## src/rtl/cpu_csr_unit_pkg.sv

```systemverilog
// rtl/cpu_csr_unit_pkg.sv - shared CSR addresses, request/op/state encodings and decode helpers
package cpu_csr_unit_pkg;

  localparam logic [11:0] CSR_MTVEC  = 12'h305;
  localparam logic [11:0] CSR_MEPC   = 12'h341;
  localparam logic [11:0] CSR_MCYCLE = 12'hB00;

  localparam logic [1:0] KIND_CSR   = 2'd0;
  localparam logic [1:0] KIND_ECALL = 2'd1;
  localparam logic [1:0] KIND_MRET  = 2'd2;
  localparam logic [1:0] KIND_RSVD  = 2'd3;

  localparam logic [2:0] OP_RW  = 3'b001;
  localparam logic [2:0] OP_RS  = 3'b010;
  localparam logic [2:0] OP_RC  = 3'b011;
  localparam logic [2:0] OP_RWI = 3'b101;
  localparam logic [2:0] OP_RSI = 3'b110;
  localparam logic [2:0] OP_RCI = 3'b111;

  localparam logic [1:0] ST_IDLE  = 2'd0;
  localparam logic [1:0] ST_READ  = 2'd1;
  localparam logic [1:0] ST_WRITE = 2'd2;
  localparam logic [1:0] ST_DONE  = 2'd3;

  typedef struct packed {
    logic [1:0]  kind;
    logic [2:0]  op;
    logic [11:0] csr;
    logic [31:0] src;
    logic        src_zero;
    logic [31:0] pc;
  } csr_req_t;

  function automatic logic csr_supported(input logic [11:0] addr);
    return (addr == CSR_MTVEC) || (addr == CSR_MEPC) || (addr == CSR_MCYCLE);
  endfunction

  function automatic logic op_defined(input logic [2:0] op);
    case (op)
      OP_RW, OP_RS, OP_RC, OP_RWI, OP_RSI, OP_RCI: return 1'b1;
      default:                                     return 1'b0;
    endcase
  endfunction

  // Plain writes always commit; set/clear with a zero source are pure reads.
  function automatic logic op_is_write(input logic [2:0] op);
    return (op == OP_RW) || (op == OP_RWI);
  endfunction

endpackage

```

## src/rtl/cpu_csr_unit.sv

```systemverilog
// rtl/cpu_csr_unit.sv - Zicsr / ECALL / MRET read-modify-write sequencer driving the CSR file
module cpu_csr_unit
  import cpu_csr_unit_pkg::*;
(
  input  logic        clk,
  input  logic        rst_n,
  input  logic        req_valid,
  output logic        req_ready,
  input  logic [1:0]  req_kind,
  input  logic [2:0]  req_op,
  input  logic [11:0] req_csr,
  input  logic [31:0] req_src,
  input  logic        req_src_zero,
  input  logic [31:0] req_pc,
  output logic        resp_valid,
  output logic [31:0] resp_rdata,
  output logic        resp_illegal,
  output logic        redirect_valid,
  output logic [31:0] redirect_pc,
  output logic [11:0] csr_raddr,
  input  logic [31:0] csr_rdata,
  output logic [11:0] csr_waddr,
  output logic [31:0] csr_wdata,
  output logic        csr_wenable
);

  logic [1:0]  state;
  csr_req_t    req_q;
  logic [31:0] old_q;
  logic        illegal;
  logic        needs_write;
  logic        is_trap;
  logic [31:0] alu_wdata;

  // Legality and write decisions depend only on latched request fields.
  always_comb begin
    illegal = (req_q.kind == KIND_RSVD) ||
              ((req_q.kind == KIND_CSR) &&
               (!csr_supported(req_q.csr) || !op_defined(req_q.op)));
    needs_write = (req_q.kind == KIND_ECALL) ||
                  ((req_q.kind == KIND_CSR) && !illegal &&
                   (op_is_write(req_q.op) || !req_q.src_zero));
    is_trap = (req_q.kind == KIND_ECALL) || (req_q.kind == KIND_MRET);
  end

  always_comb begin
    alu_wdata = req_q.src;
    case (req_q.op)
      OP_RW, OP_RWI: alu_wdata = req_q.src;
      OP_RS, OP_RSI: alu_wdata = old_q | req_q.src;
      OP_RC, OP_RCI: alu_wdata = old_q & ~req_q.src;
      default:       alu_wdata = req_q.src;
    endcase
  end

  always_ff @(posedge clk or negedge rst_n) begin
    if (!rst_n) begin
      state <= ST_IDLE;
      req_q <= '0;
      old_q <= '0;
    end else begin
      case (state)
        ST_IDLE: begin
          if (req_valid) begin
            req_q <= '{kind: req_kind, op: req_op, csr: req_csr, src: req_src,
                       src_zero: req_src_zero, pc: req_pc};
            state <= ST_READ;
          end
        end
        ST_READ: begin
          old_q <= csr_rdata;
          state <= needs_write ? ST_WRITE : ST_DONE;
        end
        ST_WRITE: state <= ST_DONE;
        default:  state <= ST_IDLE;
      endcase
    end
  end

  always_comb begin
    req_ready      = (state == ST_IDLE);
    csr_raddr      = 12'h000;
    csr_waddr      = 12'h000;
    csr_wdata      = 32'h0;
    csr_wenable    = 1'b0;
    resp_valid     = 1'b0;
    resp_rdata     = 32'h0;
    resp_illegal   = 1'b0;
    redirect_valid = 1'b0;
    redirect_pc    = 32'h0;
    case (state)
      ST_READ: begin
        case (req_q.kind)
          KIND_ECALL: csr_raddr = CSR_MTVEC;
          KIND_MRET:  csr_raddr = CSR_MEPC;
          default:    csr_raddr = req_q.csr;
        endcase
      end
      ST_WRITE: begin
        csr_wenable = 1'b1;
        if (req_q.kind == KIND_ECALL) begin
          csr_waddr = CSR_MEPC;
          csr_wdata = req_q.pc;
        end else begin
          csr_waddr = req_q.csr;
          csr_wdata = alu_wdata;
        end
      end
      ST_DONE: begin
        resp_valid     = 1'b1;
        resp_illegal   = illegal;
        resp_rdata     = (req_q.kind == KIND_CSR && !illegal) ? old_q : 32'h0;
        redirect_valid = is_trap;
        if (req_q.kind == KIND_ECALL)
          redirect_pc = old_q & ~32'h3;
        else if (req_q.kind == KIND_MRET)
          redirect_pc = old_q;
      end
      default: ;
    endcase
  end

endmodule
```

## config.mk

```make
export PLATFORM = sky130hd
export DESIGN_NAME = cpu_csr_unit
export DESIGN_NICKNAME = d
export VERILOG_FILES = /design/src/rtl/cpu_csr_unit_pkg.sv /design/src/rtl/cpu_csr_unit.sv
export SDC_FILE = /design/constraint.sdc
export NUM_CORES = 1
export LEC_CHECK = 0
export ABC_CLOCK_PERIOD_IN_PS = 2000
export CAP_MARGIN = 20
export CORE_UTILIZATION = 42
export CTS_BUF_LIST = sky130_fd_sc_hd__clkbuf_8
export DETAILED_ROUTE_END_ITERATION = 6
export PLACE_DENSITY = 0.87
export REMOVE_ABC_BUFFERS = 1
export SETUP_SLACK_MARGIN = 0.2
export SLEW_MARGIN = 5
export SYNTH_ARGS = -nofsm -noshare
export SYNTH_HDL_FRONTEND = slang
export SYNTH_SLANG_ARGS = --single-unit
```

## constraint.sdc

```tcl
create_clock -name clk -period 2 [get_ports clk]
set_input_delay 0.2 -clock clk [delete_from_list [all_inputs] [get_ports clk]]
set_output_delay 0.2 -clock clk [all_outputs]
set_load 0.01 [all_outputs]
```

Word-level counts from Yosys, hierarchy flattened
Index checks and enable logic that the tools add are counted.
{"block": "totals", "reg_bits": 116, "output_inout_bits": 125, "word_cells": 68}
{"block": "classes", "eq_ne": 16, "n_mux": 20, "bitwise_logic": 3, "n_reduce_logical": 21}
{"cell": "$mux 32", "count": 7}
{"cell": "$pmux 32 s2", "count": 1}
{"cell": "$mux 12", "count": 3}
{"cell": "$and 32x32->32", "count": 1}
{"cell": "$not 32->32", "count": 1}
{"cell": "$or 32x32->32", "count": 1}
{"cell": "$eq 12x10->1 const B", "count": 2}
{"cell": "$pmux 12 s2", "count": 1}
{"cell": "$eq 12x12->1 const B", "count": 1}
{"cell": "$eq 3x3->1 const B", "count": 3}
{"cell": "$eq 2x2->1 const B", "count": 4}
{"cell": "$logic_or 1x1->1", "count": 8}
{"cell": "$eq 3x2->1 const B", "count": 2}
{"cell": "$mux 1", "count": 6}
{"cell": "$pmux 2 s3", "count": 1}
{"cell": "$reduce_or 6->1", "count": 1}
{"cell": "$eq 2x1->1 const B", "count": 2}
{"cell": "$logic_not 1->1", "count": 4}
{"cell": "$logic_not 2->1", "count": 2}
{"cell": "$reduce_or 2->1", "count": 2}
{"cell": "$eq 3x1->1 const B", "count": 1}
{"cell": "$logic_and 1x1->1", "count": 3}
{"cell": "$mux 2", "count": 1}
{"cell": "$ne 2x2->1 const B", "count": 1}
{"cell": "$reduce_and 2->1", "count": 1}

Depth between registers and ports, before layout
{"block": "depth", "word_depth": 13, "mapped_depth": 7, "depth_no_buf": 5}

Least setup slack after synthesis
No wires, ideal clock.
{"block": "synth_timing", "path_type": "register -> output", "start": "register req_q[80] (netlist name)", "end": "output port resp_rdata[10]", "arrival_ps": 1749, "required_time_ps": 1800, "path_slack_ps": 51, "path_stages_with_launch": 7, "n_path_buf": 1, "path_cell_list": "dfrtp_1 ha_1 nor4bb_1 o211ai_1 nor4_4 buf_6 and2_1"}
{"block": "synth_via", "elab_chain_cells": 7}
{"item": "start: declaration", "line": "cpu_csr_unit.sv:28", "text": "csr_req_t req_q;"}
{"item": "start signal: assignment", "line": "cpu_csr_unit.sv:65", "text": "req_q <= '{kind: req_kind, op: req_op, csr: req_csr, src: req_src,"}
{"item": "$logic_not 2->1", "line": "cpu_csr_unit.sv:38, cpu_csr_unit.sv:112"}
{"item": "$logic_and 1x1->1", "line": "cpu_csr_unit.sv:38", "text": "((req_q.kind == KIND_CSR) &&"}
{"item": "$logic_or 1x1->1", "line": "cpu_csr_unit.sv:37", "text": "illegal = (req_q.kind == KIND_RSVD) ||"}
{"item": "$logic_not 1->1", "line": "cpu_csr_unit.sv:112", "text": "resp_rdata = (req_q.kind == KIND_CSR && !illegal) ? old_q : 32'h0;"}
{"item": "$logic_and 1x1->1 *", "line": "cpu_csr_unit.sv:112"}
{"item": "$mux 32 *", "line": "cpu_csr_unit.sv:112"}
{"item": "$mux 32 *", "line": "cpu_csr_unit.sv:91", "text": "case (state)"}
{"item": "end: declaration", "line": "cpu_csr_unit.sv:16", "text": "output logic [31:0] resp_rdata,"}
Every way passes the cells marked *; elsewhere a longest branch is shown, timed or not.

Worst setup path after layout
{"block": "layout_timing", "start": "register req_q[80] (netlist name)", "end": "output port resp_rdata[0]"}
Same word-level chain as after synthesis.

==> metrics.yaml <==
status:
  status: "complete, but fails checks"
  violations: "negative setup slack"
placed_design:
  hpwl_mm: 12.4
  dpl.cell_count: 956
  place_ws_ns: -0.633
  port_buffers: 240
  place_congestion: 0.820
  postPlaceCellArea_mm2: 0.00892
pwr:
  max-vdd-ir-drop_mv: 0.650
  p_leak_nw: 4.55
  powerDensity_mw_per_mm2: 1590
layout:
  nets: 981
  final_cell_count_no_fill: 1047
  regArea_mm2: 0.00288
  multi_input_area_mm2: 0.00332
  area_delta_synth_final_pct: 67.8
  drive_above_1_share_pct: 52.6
  fill_cells: 957
  antenna_cells: 0
  stdcell_area_mm2: 0.0101
critical_path:
  critPathMaxStageDelay_ns: 0.44
  worst_path_max_delay_cell: "dfrtp_1"
  crit_path_frequent_cell: "buf_6"
  cp.required_ns: 1.80
  startpoint_type: "register"
  crit_family: "simple AND/OR/NAND/NOR gates"
  crit_buf_inv: 6
  crit_chain: "ha_4 > nor4bb_4 > o211ai_1 > nor4_4 > buf_6 > buf_6 > buf_6 > buf_12 > buf_16 > and2_1 > buf_2"
  path_max_fanout: 7
  crit_type: "register to output pin"
  cp.arrival_ns: 2.66
  endpoint_kind: "output pin"
floorplan:
  dieHeight_um: 122
  die_w_um: 122
  rows: 43
  core-area_mm2: 0.0139
  io_pins: 242
  dieArea_mm2: 0.0148
  initial_utilization_pct: 43.2
synthesis:
  synth.avg_cell_area_um2: 11.4
  synth_edf_count: 0
  synth_top_family_by_area: "multiplexers"
  ys_seq_area_share_pct: 48.0
  synthMuxAreaShare_pct: 21.5
  yosys_warnings: 0
  synth_top_area_share_pct: 48.0
  syn_inst: 528
  synth-xor-area-share_pct: 0
  synth_most_common_cell: "dfrtp_1"
  synth_cell_types: 29
  synth_fa_ha_area_share_pct: 1.88
  ys_seq_elements: 115
  synth_compound_area_share_pct: 11.5
  netlist_top_cells_area: "dfrtp_1 48%, mux2_2 21%, and2_1 8.2%, a21oi_1 5.3%, a211oi_1 4.0%"
  synth_flop_cell: "dfrtp_1"
  yosys.area.top_type: "dfrtp_1"
  syn_area_mm2: 0.00600
  synth-simple-area-share_pct: 14.0
  synth_common_cells: "115 x dfrtp_1, 113 x mux2_2, 79 x and2_1"
  synthArstFlopShare_pct: 100
timing:
  final-max-slew-violation-count: 0
  slew_headroom_pct: 58.7
  setup_violations: 123
  fmax_mhz: 349
  final.setup.tns_ns: -72.13
  fin_crit_sh_pct: 143
  worst_pin_slew_ns: 0.620
  setup_ws_ns: -0.863
  skew_ns: 0.00987
  rsz0062_at_grt: "yes"
  hold_viol_final: 0
  finalCriticalPeriod_ns: 2.86
clock_tree:
  insertion_delay_ns: 0.44
  clkTransAtPathRegs_ns: 0.07
  cts-root-buf: "clkbuf_8"
  htreeDepth: 4
  cts_sinks: 115
  cts_tree: "built"
  clk_path_buf_depth: 2
  numCtsBuffers: 17
route:
  avgRoutedWirePerCell_um: 20.8
  routed_via_density: 5.38
  drc: 0
  routed_wirelength_mm: 21.8
  ant_nets: 0
  drt_iter0_drc: 265
  via_count: 5637
  first_pass_iters: 4
global_routing:
  grt_usage_pct: 28.9
  grt_pass1_wl_mm: 31.7
  overflow: 0
  grt_start_max_net_pins: 116
  antenna_found_initial: 0
  first_global_vias: 5966
flow_run:
  drv_cap: 0
worst_hold_path:
  hold_class: "input port to register"
## layer usage
layer  vias up  GRT usage, %  share of wire [%]
met3        66          7.85                7.2
met4         0          16.4                4.3
met2       259          50.1                 51
met5         -             0                  0
li1       2506             -                  -
met1      2806          31.7                 37
## sequential cells by signal, summed over array words and instances (netlist names)
register	flops
old_q	32
req_q	81
state	2
## area by class of cell
class / instances / area share, %
multi-input combinational: 369 / 32.9
timing repair buffer: 347 / 32.6
sequential: 115 / 28.6
clock buffer: 19 / 2.60
tap: 180 / 2.24
clock inverter: 12 / 0.771
inverter: 5 / 0.236
## placed cells by master, fill, tap and decap left out, drive strengths merged, types with 2 or more instances in the layout
master / count
clkinv: 5
dfrtp: 115
inv: 11
nor4: 2
clkbuf: 46
and2: 79
buf: 203
a211oi: 32
nor2b: 37
nand2b: 3
a21oi: 64
mux2i: 2
clkdlybuf4s50: 114
and4b: 2
mux2: 113
nor2: 3
o21ai: 3
o21a: 8
ha: 9
nand2: 3
## worst reg2reg max path, cell delays in order (launching register included)
cell      delay (ns)
dfrtp_1         0.44
buf_4           0.16
buf_6           0.10
buf_6           0.12
ha_4            0.18
buf_12          0.13
buf_12          0.11
buf_16          0.12
buf_8           0.13
or4b_4          0.54
o221ai_2        0.14
## kinds of logic (layout without fill, tap and decap cells)
family                   Yosys count  after routing
AO/OA/AOI/OAI                    113            113
buffers and inverters             44            383
multiplexers                     115            115
AND/OR/NAND/NOR                  132            132
adder cells (fa/ha/maj)            9              9
flip-flops                       115            115
## metrics by stage
stage	total power, mW	hold WS [ns]	util (%)
6_report	16.0	0.365	72.5
5_1_grt	16.9	0.349	72.5
4_1_cts	15.2	0.338	71.3
3_5_place_dp	12.0	0.344	64.3
3_3_place_gp	11.6	0.332	64.3
2_1_floorplan	8.37	-0.0956	-
## power breakdown
part           internal, mW  leakage [nW]  switching [mW]  total, mW
Clock                 0.999         0.202           0.924       1.92
Combinational          5.25          3.00            4.23       9.48
Sequential             3.55          1.35            1.07       4.62
## what timing repair did
action | 4_1_cts | 5_1_grt
gates resized for setup | 543 | 109
pin swaps | 20 | 5
setup buffers | 35 | 12
cloned | 11 | 1
hold buffers | 1 | 0
endpoints found under the hold margin | 115 | 0
endpoints found under the setup margin | 145 | 158
## worst paths after layout
check	cells past startpoint	from	slack [ns]	end
setup / recovery	11	req_q[80]$_DFFE_PN0P_	-0.86	resp_rdata[0]
hold / removal	2	csr_rdata[12]	0.36	old_q[12]$_DFFE_PN0P_
setup reg to reg	10	req_q[80]$_DFFE_PN0P_	-0.27	state[0]$_DFFE_PN0P_
hold reg to reg	1	req_q[29]$_DFFE_PN0P_	0.51	req_q[29]$_DFFE_PN0P_
max in group asynchronous	3	rst_n	1.14	req_q[78]$_DFFE_PN0P_
min in group asynchronous	3	rst_n	0.40	req_q[64]$_DFFE_PN0P_
No activity file was read; power rests on OpenSTA's default activity.
